### src/rtl/mem_arb_ctrl_pkg.sv
//==============================================================================
// Package : mem_arb_pkg
// Shared widths, FSM state type, requester id and storage reset image.
// Revision: 1.0
//==============================================================================
`default_nettype none

package mem_arb_pkg;

   localparam int DEF_ADDR_W = 2;
   localparam int DEF_DATA_W = 4;

   typedef enum logic [1:0] {
      IDLE   = 2'd0,
      ACCESS = 2'd1,
      RESP   = 2'd2
   } arb_state_e;

   typedef logic req_id_t;

   localparam logic [3:0] MEM_RST_WORDS [4] = '{4'hE, 4'h2, 4'hF, 4'h4};

   // Words beyond the fixed image come up as zero.
   function automatic logic [3:0] rst_word(input int idx);
      if (idx >= 0 && idx < 4) return MEM_RST_WORDS[idx[1:0]];
      return 4'h0;
   endfunction

endpackage

`default_nettype wire

### src/rtl/mem_arb_ctrl_if.sv
//==============================================================================
// Interface : mem_arb_ctrl_if
// Two-requester request/response bus between requesters and mem_arb_ctrl.
// Revision: 1.0
//==============================================================================
`default_nettype none

interface mem_arb_ctrl_if
   import mem_arb_pkg::*;
#(
   parameter int ADDR_W = DEF_ADDR_W,
   parameter int DATA_W = DEF_DATA_W
) ();

   logic [1:0]          req_valid;
   logic [1:0]          req_ready;
   logic [1:0]          req_we;
   logic [2*ADDR_W-1:0] req_addr;
   logic [2*DATA_W-1:0] req_wdata;
   logic [1:0]          resp_valid;
   logic [1:0]          resp_ready;
   logic [DATA_W-1:0]   resp_rdata;

   modport master (
      output req_valid, req_we, req_addr, req_wdata, resp_ready,
      input  req_ready, resp_valid, resp_rdata
   );

   modport slave (
      input  req_valid, req_we, req_addr, req_wdata, resp_ready,
      output req_ready, resp_valid, resp_rdata
   );

endinterface

`default_nettype wire

### src/rtl/mem_rw_array_sync.sv
//==============================================================================
// Module : mem_rw_array_sync
// Clocked storage array with reset image and registered read/ack data.
// Revision: 1.0
//==============================================================================
`default_nettype none

module mem_rw_array_sync
   import mem_arb_pkg::*;
#(
   parameter int ADDR_W = DEF_ADDR_W,
   parameter int DATA_W = DEF_DATA_W
) (
   input  logic              clk,
   input  logic              rst_n,
   input  logic              en_i,
   input  logic              we_i,
   input  logic [ADDR_W-1:0] addr_i,
   input  logic [DATA_W-1:0] wdata_i,
   output logic [DATA_W-1:0] rdata_o
);

   localparam int DEPTH = 2**ADDR_W;

   logic [DATA_W-1:0] words [DEPTH];
   logic [DATA_W-1:0] rdata_q;

   for (genvar gi = 0; gi < DEPTH; gi++) begin : g_word
      localparam logic [DATA_W-1:0] RST_VAL = DATA_W'(rst_word(gi));
      logic [DATA_W-1:0] word_q;

      always_ff @(posedge clk or negedge rst_n) begin
         if (!rst_n)
            word_q <= RST_VAL;
         else if (en_i && we_i && (addr_i == ADDR_W'(gi)))
            word_q <= wdata_i;
      end

      assign words[gi] = word_q;
   end

   // A write echoes its own data so the ack carries the committed value.
   always_ff @(posedge clk or negedge rst_n) begin
      if (!rst_n)
         rdata_q <= '0;
      else if (en_i)
         rdata_q <= we_i ? wdata_i : words[addr_i];
   end

   assign rdata_o = rdata_q;

endmodule

`default_nettype wire

### src/rtl/mem_arb_ctrl.sv
//==============================================================================
// Module : mem_arb_ctrl
// Two-requester arbiter and single-transaction sequencer for the register memory.
// Build option: define MEM_ARB_RR_EN for round-robin, otherwise fixed R0 priority.
// Revision: 1.0
//==============================================================================
`default_nettype none

module mem_arb_ctrl
   import mem_arb_pkg::*;
#(
   parameter int ADDR_W = DEF_ADDR_W,
   parameter int DATA_W = DEF_DATA_W
) (
   input  logic          clk,
   input  logic          rst_n,
   mem_arb_ctrl_if.slave bus
);

   arb_state_e        state_q, state_d;
   req_id_t           grant_id;
   req_id_t           id_q;
   logic              we_q;
   logic [ADDR_W-1:0] addr_q;
   logic [DATA_W-1:0] wdata_q;
   logic              handshake;
   logic              mem_en;

   assign handshake = (state_q == IDLE) && (|bus.req_valid);

`ifdef MEM_ARB_RR_EN
   // Holds the last winner; reset to R1 so R0 takes the first tie.
   req_id_t last_q;

   always_ff @(posedge clk or negedge rst_n) begin
      if (!rst_n)
         last_q <= 1'b1;
      else if (handshake)
         last_q <= grant_id;
   end

   always_comb begin
      if (bus.req_valid == 2'b11)
         grant_id = ~last_q;
      else
         grant_id = ~bus.req_valid[0];
   end
`else
   always_comb begin
      grant_id = ~bus.req_valid[0];
   end
`endif

   always_ff @(posedge clk or negedge rst_n) begin
      if (!rst_n)
         state_q <= IDLE;
      else
         state_q <= state_d;
   end

   always_ff @(posedge clk or negedge rst_n) begin
      if (!rst_n) begin
         id_q    <= 1'b0;
         we_q    <= 1'b0;
         addr_q  <= '0;
         wdata_q <= '0;
      end else if (handshake) begin
         id_q    <= grant_id;
         we_q    <= bus.req_we[grant_id];
         addr_q  <= grant_id ? bus.req_addr[2*ADDR_W-1:ADDR_W] : bus.req_addr[ADDR_W-1:0];
         wdata_q <= grant_id ? bus.req_wdata[2*DATA_W-1:DATA_W] : bus.req_wdata[DATA_W-1:0];
      end
   end

   always_comb begin
      state_d = state_q;
      unique case (state_q)
         IDLE:    if (|bus.req_valid) state_d = ACCESS;
         ACCESS:  state_d = RESP;
         RESP:    if (bus.resp_ready[id_q]) state_d = IDLE;
         default: state_d = IDLE;
      endcase
   end

   always_comb begin
      bus.req_ready  = 2'b00;
      bus.resp_valid = 2'b00;
      mem_en         = 1'b0;
      unique case (state_q)
         IDLE:    if (|bus.req_valid) bus.req_ready[grant_id] = 1'b1;
         ACCESS:  mem_en = 1'b1;
         RESP:    bus.resp_valid[id_q] = 1'b1;
         default: ;
      endcase
   end

   mem_rw_array_sync #(
      .ADDR_W (ADDR_W),
      .DATA_W (DATA_W)
   ) u_mem (
      .clk     (clk),
      .rst_n   (rst_n),
      .en_i    (mem_en),
      .we_i    (we_q),
      .addr_i  (addr_q),
      .wdata_i (wdata_q),
      .rdata_o (bus.resp_rdata)
   );

endmodule

`default_nettype wire
### src/flat_wrapper.sv
// flat-port wrapper written by rule: the top's interface ports become plain ports
module mem_arb_ctrl_flat import mem_arb_pkg::*;
#(
   parameter int ADDR_W = DEF_ADDR_W,
   parameter int DATA_W = DEF_DATA_W
)
  (clk, rst_n, bus_req_valid, bus_req_we, bus_req_addr, bus_req_wdata, bus_resp_ready, bus_req_ready, bus_resp_valid, bus_resp_rdata);
  mem_arb_ctrl_if #(.ADDR_W(ADDR_W), .DATA_W(DATA_W)) bus_i ();
  input  logic clk;
  input  logic rst_n;
  input wire logic [$bits(bus_i.req_valid)-1:0] bus_req_valid;
  input wire logic [$bits(bus_i.req_we)-1:0] bus_req_we;
  input wire logic [$bits(bus_i.req_addr)-1:0] bus_req_addr;
  input wire logic [$bits(bus_i.req_wdata)-1:0] bus_req_wdata;
  input wire logic [$bits(bus_i.resp_ready)-1:0] bus_resp_ready;
  output wire logic [$bits(bus_i.req_ready)-1:0] bus_req_ready;
  output wire logic [$bits(bus_i.resp_valid)-1:0] bus_resp_valid;
  output wire logic [$bits(bus_i.resp_rdata)-1:0] bus_resp_rdata;
  assign bus_i.req_valid = bus_req_valid;
  assign bus_i.req_we = bus_req_we;
  assign bus_i.req_addr = bus_req_addr;
  assign bus_i.req_wdata = bus_req_wdata;
  assign bus_i.resp_ready = bus_resp_ready;
  assign bus_req_ready = bus_i.req_ready;
  assign bus_resp_valid = bus_i.resp_valid;
  assign bus_resp_rdata = bus_i.resp_rdata;
  mem_arb_ctrl #(.ADDR_W(ADDR_W), .DATA_W(DATA_W)) u_core (.clk(clk), .rst_n(rst_n), .bus(bus_i));
endmodule
### config.mk
export PLATFORM = sky130hd
export DESIGN_NAME = mem_arb_ctrl_flat
export DESIGN_NICKNAME = d
export VERILOG_FILES = /design/src/rtl/mem_arb_ctrl_pkg.sv /design/src/rtl/mem_arb_ctrl_if.sv /design/src/rtl/mem_rw_array_sync.sv /design/src/rtl/mem_arb_ctrl.sv /design/src/flat_wrapper.sv
export SDC_FILE = /design/constraint.sdc
export NUM_CORES = 1
export LEC_CHECK = 0
export ABC_AREA = 0
export CORE_MARGIN = 5
export CORE_UTILIZATION = 46
export DETAILED_ROUTE_END_ITERATION = 12
export GPL_TIMING_DRIVEN = 0
export MAX_ROUTING_LAYER = met4
export PLACE_DENSITY = 0.74
export SLEW_MARGIN = 40
export SYNTH_ARGS = -nofsm -noshare
export SYNTH_HDL_FRONTEND = slang
export SYNTH_SLANG_ARGS = --single-unit
### constraint.sdc
create_clock -name clk -period 1.2 [get_ports clk]
set_input_delay 0.12 -clock clk [delete_from_list [all_inputs] [get_ports clk]]
set_output_delay 0.12 -clock clk [all_outputs]
set_load 0.05 [all_outputs]
==> reports/results.tsv <==
stage	metric	value	unit
floorplan	die span in y	66.1	µm
sta	Setup Viol. Count Final	31	
power_and_ir_drop	PD cells	2690	nW/µm²
cts	CTS tree	built	
cts	Num CTS Buffers	5	
floorplan	die width	66.1	µm
worst_setup_path	CP max FO	4	
global_routing	initial antenna violation count	0	
sta	Slew Limit Fails	0	
finish	register area	764	µm²
detailed_routing	drt total wl	2.90	mm
detailed_routing	Vias	937	
global_routing	first-pass GRT wire length	4.82	mm
sta	RSZ-0062 raised after global routing	true	
worst_setup_path	R2R depth	3	
finish	share of layout cells above drive strength 1	0.591	
sta	clk_skew	10.9	ps
sta	Worst Tran Pin Value	651	ps
global_routing	GRT Total Usage	0.158	
floorplan	Boundary Pins	28	
sta	crit share post-route	1.21	
synth	top cells by area, synth	dfrtp_1 (36%), mux2_2 (24%), dfstp_2 (16%), mux4_2 (6.2%), mux2i_1 (2.8%)	
cts	CTS Root Cell	clkbuf_4	
global_routing	grt total ovfl	0	
place	placed cell areas	1830	µm²
detailed_routing	DRC Markers	0	
worst_setup_path	Startpoint Class	flip-flop	
global_routing	vias in the first global route	1006	
sta	Fin. Hold Viols	0	
synth	Syn Nets	119	
hold_path	hold crit path type	in2reg	
job	Max Cap Viol	0	
finish	final instance area	1940	µm²
worst_setup_path	R2R Setup Slk	-250	ps
worst_setup_path	arrival time at the worst endpoint	1650	ps
sta	fmax	691	MHz
finish	Final Non-Filler Cells	181	
finish	area grow syn2layout	33.9	%
sta	fin worst setup slack	-247	ps
run_status	failing checks	setup timing	
floorplan	Initial Util	0.479	
detailed_routing	DRT iter0 DRCs	34	
global_routing	pin count of the biggest net entering global routing	31	
worst_setup_path	crit end category	flip-flop	
place	Setup WS pre-CTS	-596	ps
synth	Syn Std Cell Area	1450	µm²
worst_setup_path	critical path type	reg2reg	
floorplan	core area	3030	µm²
cts	Clock Latency Late Sink	320	ps
synth	Syn Area/Cell	14.6	µm²
detailed_routing	routed vias/inst	5.18	
cts	clock slew at reported path FFs	90	ps
floorplan	die footprint	4370	µm²
detailed_routing	drt first pass iters	2	
place	PortBufs	26	
synth	post-synthesis sequential area ratio	0.526	
synth	leading area contributor after synthesis	dfrtp_1	
finish	n_diodes	0	
sta	hold slack	306	ps
place	Final HPWL DP	1.99	mm
synth	post-synth top area share	0.363	
floorplan	Site Rows	20	
power_and_ir_drop	Leak Pwr	0.818	nW
finish	Util after Layout	0.641	
place	Cells after DPL	169	
worst_setup_path	critical path data required time	1400	ps
cts	Max Root-Sink Buffers	2	
hold_path	Worst Hold Depth	3	
synth	register bit total from synthesis	30	
synth	Synth warnings	0	
run_status	outcome	finished, violations left	
detailed_routing	DRT antenna net count	0	
cts	Num Clock Sinks	30	
cts	CTS HTree Levels	2	
detailed_routing	wire per inst	16.0	µm
finish	multi-input logic area	743	µm²
finish	fillers	245	
sta	max_slew headroom	0.566	
sta	min Tclk post-route	1450	ps
finish	net count reported at finish	156	
place	placer's final routability congestion estimate	0.759	
power_and_ir_drop	worst ir drop on vdd	1.48	mV
synth	Synth Instances	99	
synth	Distinct cells, synth	19	
==> layer usage <==
metal / wire length [µm] / share of wire / global-route usage / up-vias
li1: - / - / - / 438
met5: 0 / 0 / - / -
met2: 1450 / 0.50 / 0.249 / 20
met1: 1270 / 0.44 / 0.183 / 477
met3: 134 / 0.046 / 0.0561 / 2
met4: 36 / 0.012 / 0.0685 / 0
==> cells in the final DEF (no fill, tap or decap), types with 3 or more instances in the layout <==
cell type and count:
clkdlybuf4s50_1 17, buf_2 8, mux2_4 12, mux2i_1 4, buf_6 8, a21oi_1 5
mux4_2 4, dfstp_2 9, clkbuf_1 3, nor2_1 5, mux2_2 19, dfrtp_1 19
clkbuf_4 5
==> power breakdown <==
part,internal [W],switching [W],total (W)
logic,0.00142,0.00121,0.00262
registers,0.00162,0.000405,0.00203
clock network,0.000233,0.000336,0.000569
==> repair_timing <==
item,in CTS,in global routing
endpoints found under the hold margin,21,0
setup buffers,2,1
gates resized for setup,43,16
hold buffers,1,0
cloned,0,0
pin swaps,1,1
setup endpoints to repair,35,36
==> synth_stat cells <==
cell type	instances
nand4bb_4	1
mux2_2	31
nor4b_1	1
inv_1	1
buf_2	4
mux2i_1	4
o21bai_1	1
nand2b_1	1
a21oi_1	5
and4b_1	2
and2_1	1
mux4_2	4
and4_1	1
dfstp_2	9
buf_6	2
o21a_1	1
nor2b_4	1
dfrtp_1	21
nor2_1	8
==> cells by family (layout without fill, tap and decap cells) <==
logic type | Yosys count | after routing | share of synthesized area
flops | 30 | 30 | 0.526
mux | 39 | 39 | 0.331
simple gates | 16 | 16 | 0.0838
compound gates | 7 | 7 | 0.0276
buf+inv | 7 | 45 | 0.0319
==> sequential cells by signal, summed over array words and instances (netlist names) <==
signal	flops
u_core.u_mem.rdata_o	4
u_core.wdata_q	4
u_core.u_mem.g_word.word_q	16
u_core.addr_q	2
u_core.id_q	1
u_core.state_q	2
u_core.we_q	1
==> final timing paths <==
check | start | end
worst min register to register | u_core.u_mem.g_word[3].word_q[3] | u_core.u_mem.g_word[3].word_q[3]
worst min-delay path | bus_req_valid[0] | u_core.id_q
worst max-delay path | u_core.state_q[1] | u_core.u_mem.g_word[1].word_q[3]
worst max register to register | u_core.state_q[1] | u_core.u_mem.g_word[1].word_q[3]
min in group asynchronous | rst_n | u_core.addr_q[0]
max in group asynchronous | rst_n | u_core.state_q[1]
==> per-stage QoR <==
step           total power, W  TNS (ps)
6_report              0.00522     -5230
5_1_grt               0.00552     -6420
4_1_cts               0.00511     -4950
3_5_place_dp          0.00446     -7020
3_3_place_gp          0.00438    -19330
2_1_floorplan         0.00383     -2120
==> worst max-delay path: stages, from the launching register on <==
cell     delay (ps)
dfrtp_2         480
nor2b_4         170
and4b_2         360
mux2_4          320
==> layout make-up <==
cell class,count,share of cell area
inverter,1,0.00193
sequential,30,0.394
multi-input combinational,62,0.383
timing repair buffer,30,0.144
tap,44,0.0284
buffer,6,0.0232
clock buffer,8,0.0251
Power figures use the tool's default switching activity.
